File: config.mk
export PLATFORM = sky130hd
export DESIGN_NAME = matrix_loader
export DESIGN_NICKNAME = d
export VERILOG_FILES = /design/src/rtl/matrix_loader.sv
export SDC_FILE = /design/constraint.sdc
export NUM_CORES = 1
export LEC_CHECK = 0
export ABC_AREA = 1
export CAP_MARGIN = 25
export CORE_MARGIN = 3
export CORE_UTILIZATION = 35
export DETAILED_ROUTE_END_ITERATION = 10
export PLACE_DENSITY = 0.61
export SYNTH_ARGS = -nofsm -noshare
export SYNTH_HDL_FRONTEND = slang
export SYNTH_SLANG_ARGS = --single-unit
File: constraint.sdc
create_clock -name clk -period 2.85 [get_ports clk]
set_clock_uncertainty 0.1 [all_clocks]
set_input_delay 0.57 -clock clk [delete_from_list [all_inputs] [get_ports clk]]
set_output_delay 0.57 -clock clk [all_outputs]
set_load 0.02 [all_outputs]
File: src/rtl/matrix_loader.sv
// Assembles two 3x3 operand matrices from a byte stream and strobes Load; outputs update on the edge
// that accepts the final byte. Ain_ready is low in LOAD and SETTLE, so the source holds its data.
module matrix_loader #(
   parameter int DATA_W        = 8,
   parameter int LOAD_CYCLES   = 1,
   parameter int SETTLE_CYCLES = 4
) (
   input  logic              clk,
   input  logic              Reset,
   input  logic [DATA_W-1:0] Ain,
   input  logic              Ain_valid,
   input  logic              Ain_last,
   input  logic              Clear,
   output logic              Ain_ready,
   output logic [DATA_W-1:0] A00, A01, A02, A10, A11, A12, A20, A21, A22,
   output logic [DATA_W-1:0] B00, B01, B02, B10, B11, B12, B20, B21, B22,
   output logic              Load,
   output logic              Busy,
   output logic [4:0]        Count,
   output logic              Frame_err
);

   localparam int MAXC = (LOAD_CYCLES > SETTLE_CYCLES) ? LOAD_CYCLES : SETTLE_CYCLES;
   localparam int CW   = (MAXC > 1) ? $clog2(MAXC) : 1;
   localparam logic [CW-1:0] LOAD_LAST   = CW'(LOAD_CYCLES - 1);
   localparam logic [CW-1:0] SETTLE_LAST = (SETTLE_CYCLES > 0) ? CW'(SETTLE_CYCLES - 1) : '0;

   typedef enum logic [1:0] {COLLECT, LOAD, SETTLE} state_t;

   state_t            state_q, state_d;
   logic [CW-1:0]     cyc_q, cyc_d;
   logic [4:0]        count_q, count_d;
   logic              err_q, err_d;
   logic              stage_we, out_we, xfer;
   logic [DATA_W-1:0] stage_q [17];
   logic [DATA_W-1:0] out_q   [18];

   assign xfer = Ain_valid && (state_q == COLLECT);

   always_comb begin
      state_d  = state_q;
      cyc_d    = cyc_q;
      count_d  = count_q;
      err_d    = 1'b0;
      stage_we = 1'b0;
      out_we   = 1'b0;
      case (state_q)
         COLLECT: begin
            // Clear wins over a same-cycle transfer: the byte is dropped.
            if (Clear) begin
               count_d = 5'd0;
            end else if (xfer) begin
               if (count_q == 5'd17 && Ain_last) begin
                  out_we  = 1'b1;
                  count_d = 5'd0;
                  cyc_d   = '0;
                  state_d = LOAD;
               end else if (count_q == 5'd17 || Ain_last) begin
                  err_d   = 1'b1;
                  count_d = 5'd0;
               end else begin
                  stage_we = 1'b1;
                  count_d  = count_q + 5'd1;
               end
            end
         end
         LOAD: begin
            if (cyc_q == LOAD_LAST) begin
               cyc_d   = '0;
               state_d = (SETTLE_CYCLES == 0) ? COLLECT : SETTLE;
            end else begin
               cyc_d = cyc_q + 1'b1;
            end
         end
         SETTLE: begin
            if (cyc_q == SETTLE_LAST) begin
               cyc_d   = '0;
               state_d = COLLECT;
            end else begin
               cyc_d = cyc_q + 1'b1;
            end
         end
         default: state_d = COLLECT;
      endcase
   end

   always_ff @(posedge clk or negedge Reset) begin
      if (!Reset) begin
         state_q <= COLLECT;
         cyc_q   <= '0;
         count_q <= 5'd0;
         err_q   <= 1'b0;
      end else begin
         state_q <= state_d;
         cyc_q   <= cyc_d;
         count_q <= count_d;
         err_q   <= err_d;
      end
   end

   // The final byte bypasses staging and lands directly in B22.
   always_ff @(posedge clk or negedge Reset) begin
      if (!Reset) begin
         for (int i = 0; i < 17; i++) stage_q[i] <= '0;
         for (int i = 0; i < 18; i++) out_q[i] <= '0;
      end else begin
         if (stage_we) stage_q[count_q] <= Ain;
         if (out_we) begin
            for (int i = 0; i < 17; i++) out_q[i] <= stage_q[i];
            out_q[17] <= Ain;
         end
      end
   end

   assign Ain_ready = (state_q == COLLECT);
   assign Load      = (state_q == LOAD);
   assign Busy      = (state_q != COLLECT);
   assign Count     = count_q;
   assign Frame_err = err_q;

   assign A00 = out_q[0];  assign A01 = out_q[1];  assign A02 = out_q[2];
   assign A10 = out_q[3];  assign A11 = out_q[4];  assign A12 = out_q[5];
   assign A20 = out_q[6];  assign A21 = out_q[7];  assign A22 = out_q[8];
   assign B00 = out_q[9];  assign B01 = out_q[10]; assign B02 = out_q[11];
   assign B10 = out_q[12]; assign B11 = out_q[13]; assign B12 = out_q[14];
   assign B20 = out_q[15]; assign B21 = out_q[16]; assign B22 = out_q[17];

endmodule

# After elaboration in Yosys (flattened, before gate mapping)
# Index checks and enable logic that the tools add are counted.
[word_totals]
wordCells = 98
reg_bits = 290
output_inout_bits = 153
[op_classes]
bitwise = 1
reduce_logical = 12
n_eq_ne = 9
add_sub_neg = 2
order_cmp = 2
muxes = 33
[op_table]
columns = ["operator", "n"]
rows = [
  ["$bwmux 136", 1],
  ["$demux 8 s5", 1],
  ["$mux 2", 10],
  ["$mux 5", 4],
  ["$mux 1", 14],
  ["$pmux 2 s3", 2],
  ["$mux 8", 1],
  ["$ge 6x6->1 const B", 1],
  ["$lt 6x1->1 const B", 1],
  ["$ne 2x1->1 const B", 3],
  ["$not 5->6", 1],
  ["$add 5x1->5 const B", 1],
  ["$eq 5x5->1 const B", 1],
  ["$reduce_and 5->1", 1],
  ["$eq 2x2->1 const B", 2],
  ["$logic_not 2->1", 2],
  ["$ne 2x2->1 const B", 2],
  ["$reduce_and 4->1", 1],
  ["$reduce_bool 2->1", 2],
  ["$logic_and 1x1->1", 3],
  ["$reduce_bool 3->1", 1],
  ["$add 2x1->2 const B", 1],
  ["$eq 2x1->1 const B", 1],
  ["$reduce_and 2->1", 1],
  ["$logic_or 1x1->1", 1],
]

# Longest topological paths before layout
[logic_depth]
word_depth = 7
depth_mapped = 13

# Least setup slack after synthesis
# OpenSTA, ideal clock, no wires.
[synth_timing]
path_type = "register -> register"
from = "register count_q[1], in the netlist Count[1]"
to = "register stage_q[121] (netlist bit)"
arrival_ns = 1.940
slack_ns = 0.686
setup_time_ns = 0.124
required_ns = 2.626
path_stages_with_launch = 14
n_path_buf = 2
synth_period_minus_slack_ns = 2.164
cell_sequence = "dfrtp_1 -> inv_1 -> ha_1 -> inv_1 -> nor2_1 -> inv_1 -> ha_1 -> inv_1 -> nor2_1 -> nand2_2 -> buf_6 -> buf_6 -> o21ai_0 -> nand2_1"
[synth_via]
elab_chain_len = 7
word_cells_on_any_way = 15
[synth_lines]
columns = ["item", "line", "text"]
rows = [
  ["from (decl)", "32", "logic [4:0] count_q, count_d;"],
  ["from (signal assigned)", "96", "count_q <= count_d;"],
  ["branches (longest 7 deep; another with $ge 6x6->1)", "-", ""],
  ["to (signal, indexed assignment)", "107", "if (stage_we) stage_q[count_q] <= Ain;"],
  ["to (decl)", "35", "logic [DATA_W-1:0] stage_q [17];"],
]
# Parallel ways; which one is timed is not known.
# A chain may end at the register's enable or synchronous reset.

# Worst setup path after layout
[layout_timing]
from = "register state_q[0]"
to = "output port Ain_ready"
[layout_via]
elab_chain_len = 1
[layout_lines]
columns = ["item", "line", "text"]
rows = [
  ["from (decl)", "30", "state_t state_q, state_d;"],
  ["from (signal assigned)", "94", "state_q <= state_d;"],
  ["$logic_not 2->1", "115", "assign Ain_ready = (state_q == COLLECT);"],
  ["to (decl)", "14", "output logic Ain_ready,"],
]
# No other way between the ends.

==> flow_summary_export.csv <==
group,metric,value,unit
run_status,outcome,"finished clean",
setup_path,ff2ff_path_depth,12,
finish,regMostFlops,"stage_q",
logic_synthesis,ys_types,22,
clock_network,cts.repair.resized,0,
sta,rsz0062_at_grt,"false",
setup_path,path_cells,"inv_1 -> ha_1 -> clkdlybuf4s50_1",
logic_synthesis,synth_fp_nets,1361,
clock_network,holdBufCountCts,1,
detailed_routing,wl_met1,14300,um
setup_path,startpoint_type,"register",
sta,drv_slew,0,
finish,diodes,0,
finish,nNetsFinal,1523,
sta,relSlewSlack,0.663,
power,p_leak,7.07,nW
die,fp.coreArea,33000,um2
logic_synthesis,netlist_area,11900,um2
clock_network,clk_latency,0.55,ns
clock_network,h-tree-depth,1,
setup_path,slowest_delay,0.65,ns
die,die_area,36300,um2
global_routing,grt.overflow.total,0,
global_routing,grt_pass1_wl,49600,um
clock_network,cts_tree,"built",
placement,postPlaceCellArea,14100,um2
logic_synthesis,yosysSeqAreaShare,0.609,
hold_path,hold_class,"register to register",
detailed_routing,via_per_inst,4.60,
job,cap_violations,0,
logic_synthesis,synth_top_area_frac,0.609,
sta,finalCritPeriodShare,0.940,
setup_path,cp_slowest_cell,"clkdlybuf4s50_1",
finish,layout_commonest_cell,"nand2_1",
global_routing,grt_max_degree,99,
detailed_routing,ant_nets,0,
detailed_routing,routedWlPerCell,15.5,um
finish,final_area,15100,um2
die,die_x,191,um
detailed_routing,top_layer,"met4",
sta,fmax,373,MHz
sta,setup_viol,0,
logic_synthesis,synth_cells,1335,
detailed_routing,met2WireLength,14000,um
finish,area_delta_synth_final,26.8,%
detailed_routing,wl_met3,1480,um
sta,hold_viol_final,0,
logic_synthesis,postSynthAreaPerCell,8.93,um2
finish,largest_reg_flops,136,
finish,layout_common_cells,"472 x nand2_1, 290 x dfrtp_1, 168 x inv_1",
detailed_routing,drc,0,
die,fp.dieH,191,um
setup_path,rrSetupSlack,0.33,ns
setup_path,cp.arrival,2.01,ns
clock_network,cts_setup_buffers,0,
die,fp-row-count,66,
power,vdd_drop_max,436,uV
setup_path,required,2.18,ns
die,start_util,0.361,
placement,dp_hpwl,19400,um
clock_network,clock-sinks,290,
setup_path,crit_fanout,7,
sta,setup_tns,0,ns
setup_path,worst-setup-path-type,"register to output port",
setup_path,r2r_start,"Count[1]$_DFFE_PN0P_",
detailed_routing,routed_wl,30400,um
die,io_pins,166,
global_routing,globalRouteTotalUtil,0.170,
power,power.total,0.00950,W
global_routing,antenna_found_initial,0,
sta,tightest_slew,0.505,ns
detailed_routing,drt_iter0_drc,638,
detailed_routing,via_count,9025,
setup_path,endpoint_kind,"output port",
placement,port_buffers,165,
power,power.density,629,nW/um2
hold_path,min_to,"stage_q[118]$_DFFE_PN0P_",
logic_synthesis,synthTopCellsByArea,"dfrtp_1 61%, nand2_1 15%, inv_1 5.3%",
global_routing,grt_pass1_vias,8903,
hold_path,hold_depth,2,
clock_network,path_clk_slew,0.06,ns
detailed_routing,dr.pass1.iters,5,
logic_synthesis,synth_warnings,0,
clock_network,clock-root-buffer,"clkbuf_16",
sta,period_minus_slack,2.68,ns
hold_path,hold_start,"stage_q[118]$_DFFE_PN0P_",
logic_synthesis,ys_seq_elements,290,
finish,drive_gt1_frac,0.0692,
clock_network,cts_max_path_buffers,3,
setup_path,worstReg2RegEnd,"stage_q[41]$_DFFE_PN0P_",
logic_synthesis,synth.largest_area_cell,"dfrtp_1",
clock_network,cts_buffers,31,
placement,place.gp.congestion,0.742,
-- through the flow --
step                cells  hold WS, ns  utilization  setup slack, ns
finish               1960        0.369        0.457            0.170
global placement     1905        0.353        0.427            0.350
floorplan            1335        0.174            -            0.686
global route         1960        0.393        0.457           0.0594
detailed placement   1905        0.359        0.427            0.279
CTS                  1960        0.374        0.457            0.144
-- Yosys cell counts, drive strengths merged --
library cell	count
a21oi	3
buf	39
clkbuf	24
dfrtp	290
ha	13
inv	170
nand2	479
nand3	95
nand3b	1
nor2	30
nor3	2
o21a	1
o21ai	188
-- report_power, final --
| part | internal (W) | switching (W) |
|---|---|---|
| Combinational | 0.000327 | 0.000757 |
| Clock | 0.00235 | 0.00161 |
| Sequential | 0.00433 | 0.000128 |
| Total | 0.00701 | 0.00250 |
-- area by class of cell --
cell class | count | area [um2]
multi-input cells | 812 | 3700
inverters | 170 | 638
clock inverters | 7 | 92.6
well taps | 442 | 553
fillers | 3198 | 17900
repair buffers | 192 | 1960
clock buffers | 47 | 906
flip-flops and latches | 290 | 7260
-- critical path, delay by kind of cell, from the launching register on --
family                     cells  cell delay, ns
DFF                            1            0.42
adders and majority gates      1            0.30
buffers and inverters          2            0.74
-- worst max-delay path by stage --
stage / startpoint / depth (start not counted) / to
6_report: state_q[0]$_DFFE_PN0P_ / 3 / Ain_ready
5_1_grt: state_q[0]$_DFFE_PN0P_ / 3 / Ain_ready
4_1_cts: state_q[0]$_DFFE_PN0P_ / 3 / Ain_ready
3_5_place_dp: Ain_last / 9 / stage_q[91]$_DFFE_PN0P_
3_3_place_gp: Ain_last / 9 / stage_q[95]$_DFFE_PN0P_
2_1_floorplan: Count[1]$_DFFE_PN0P_ / 13 / stage_q[121]$_DFFE_PN0P_
-- routing by layer --
metal  vias to the layer above  global-route usage
li1                       4461                   -
met1                      4326               0.245
met2                       195               0.273
met3                        43              0.0267
met4                         0              0.0361
met5                         -                   0
-- cells by family (layout without fill, tap and decap cells) --
family / count (synthesis) / after routing / share of synthesized area
adder cells (fa/ha/maj): 13 / 13 / 0.0137
buffers and inverters: 233 / 416 / 0.0810
flip-flops: 290 / 290 / 0.609
AND/OR/NAND/NOR: 607 / 607 / 0.216
AO/OA/AOI/OAI: 192 / 192 / 0.0808
Note: power is estimated with default switching activity, not from simulation.
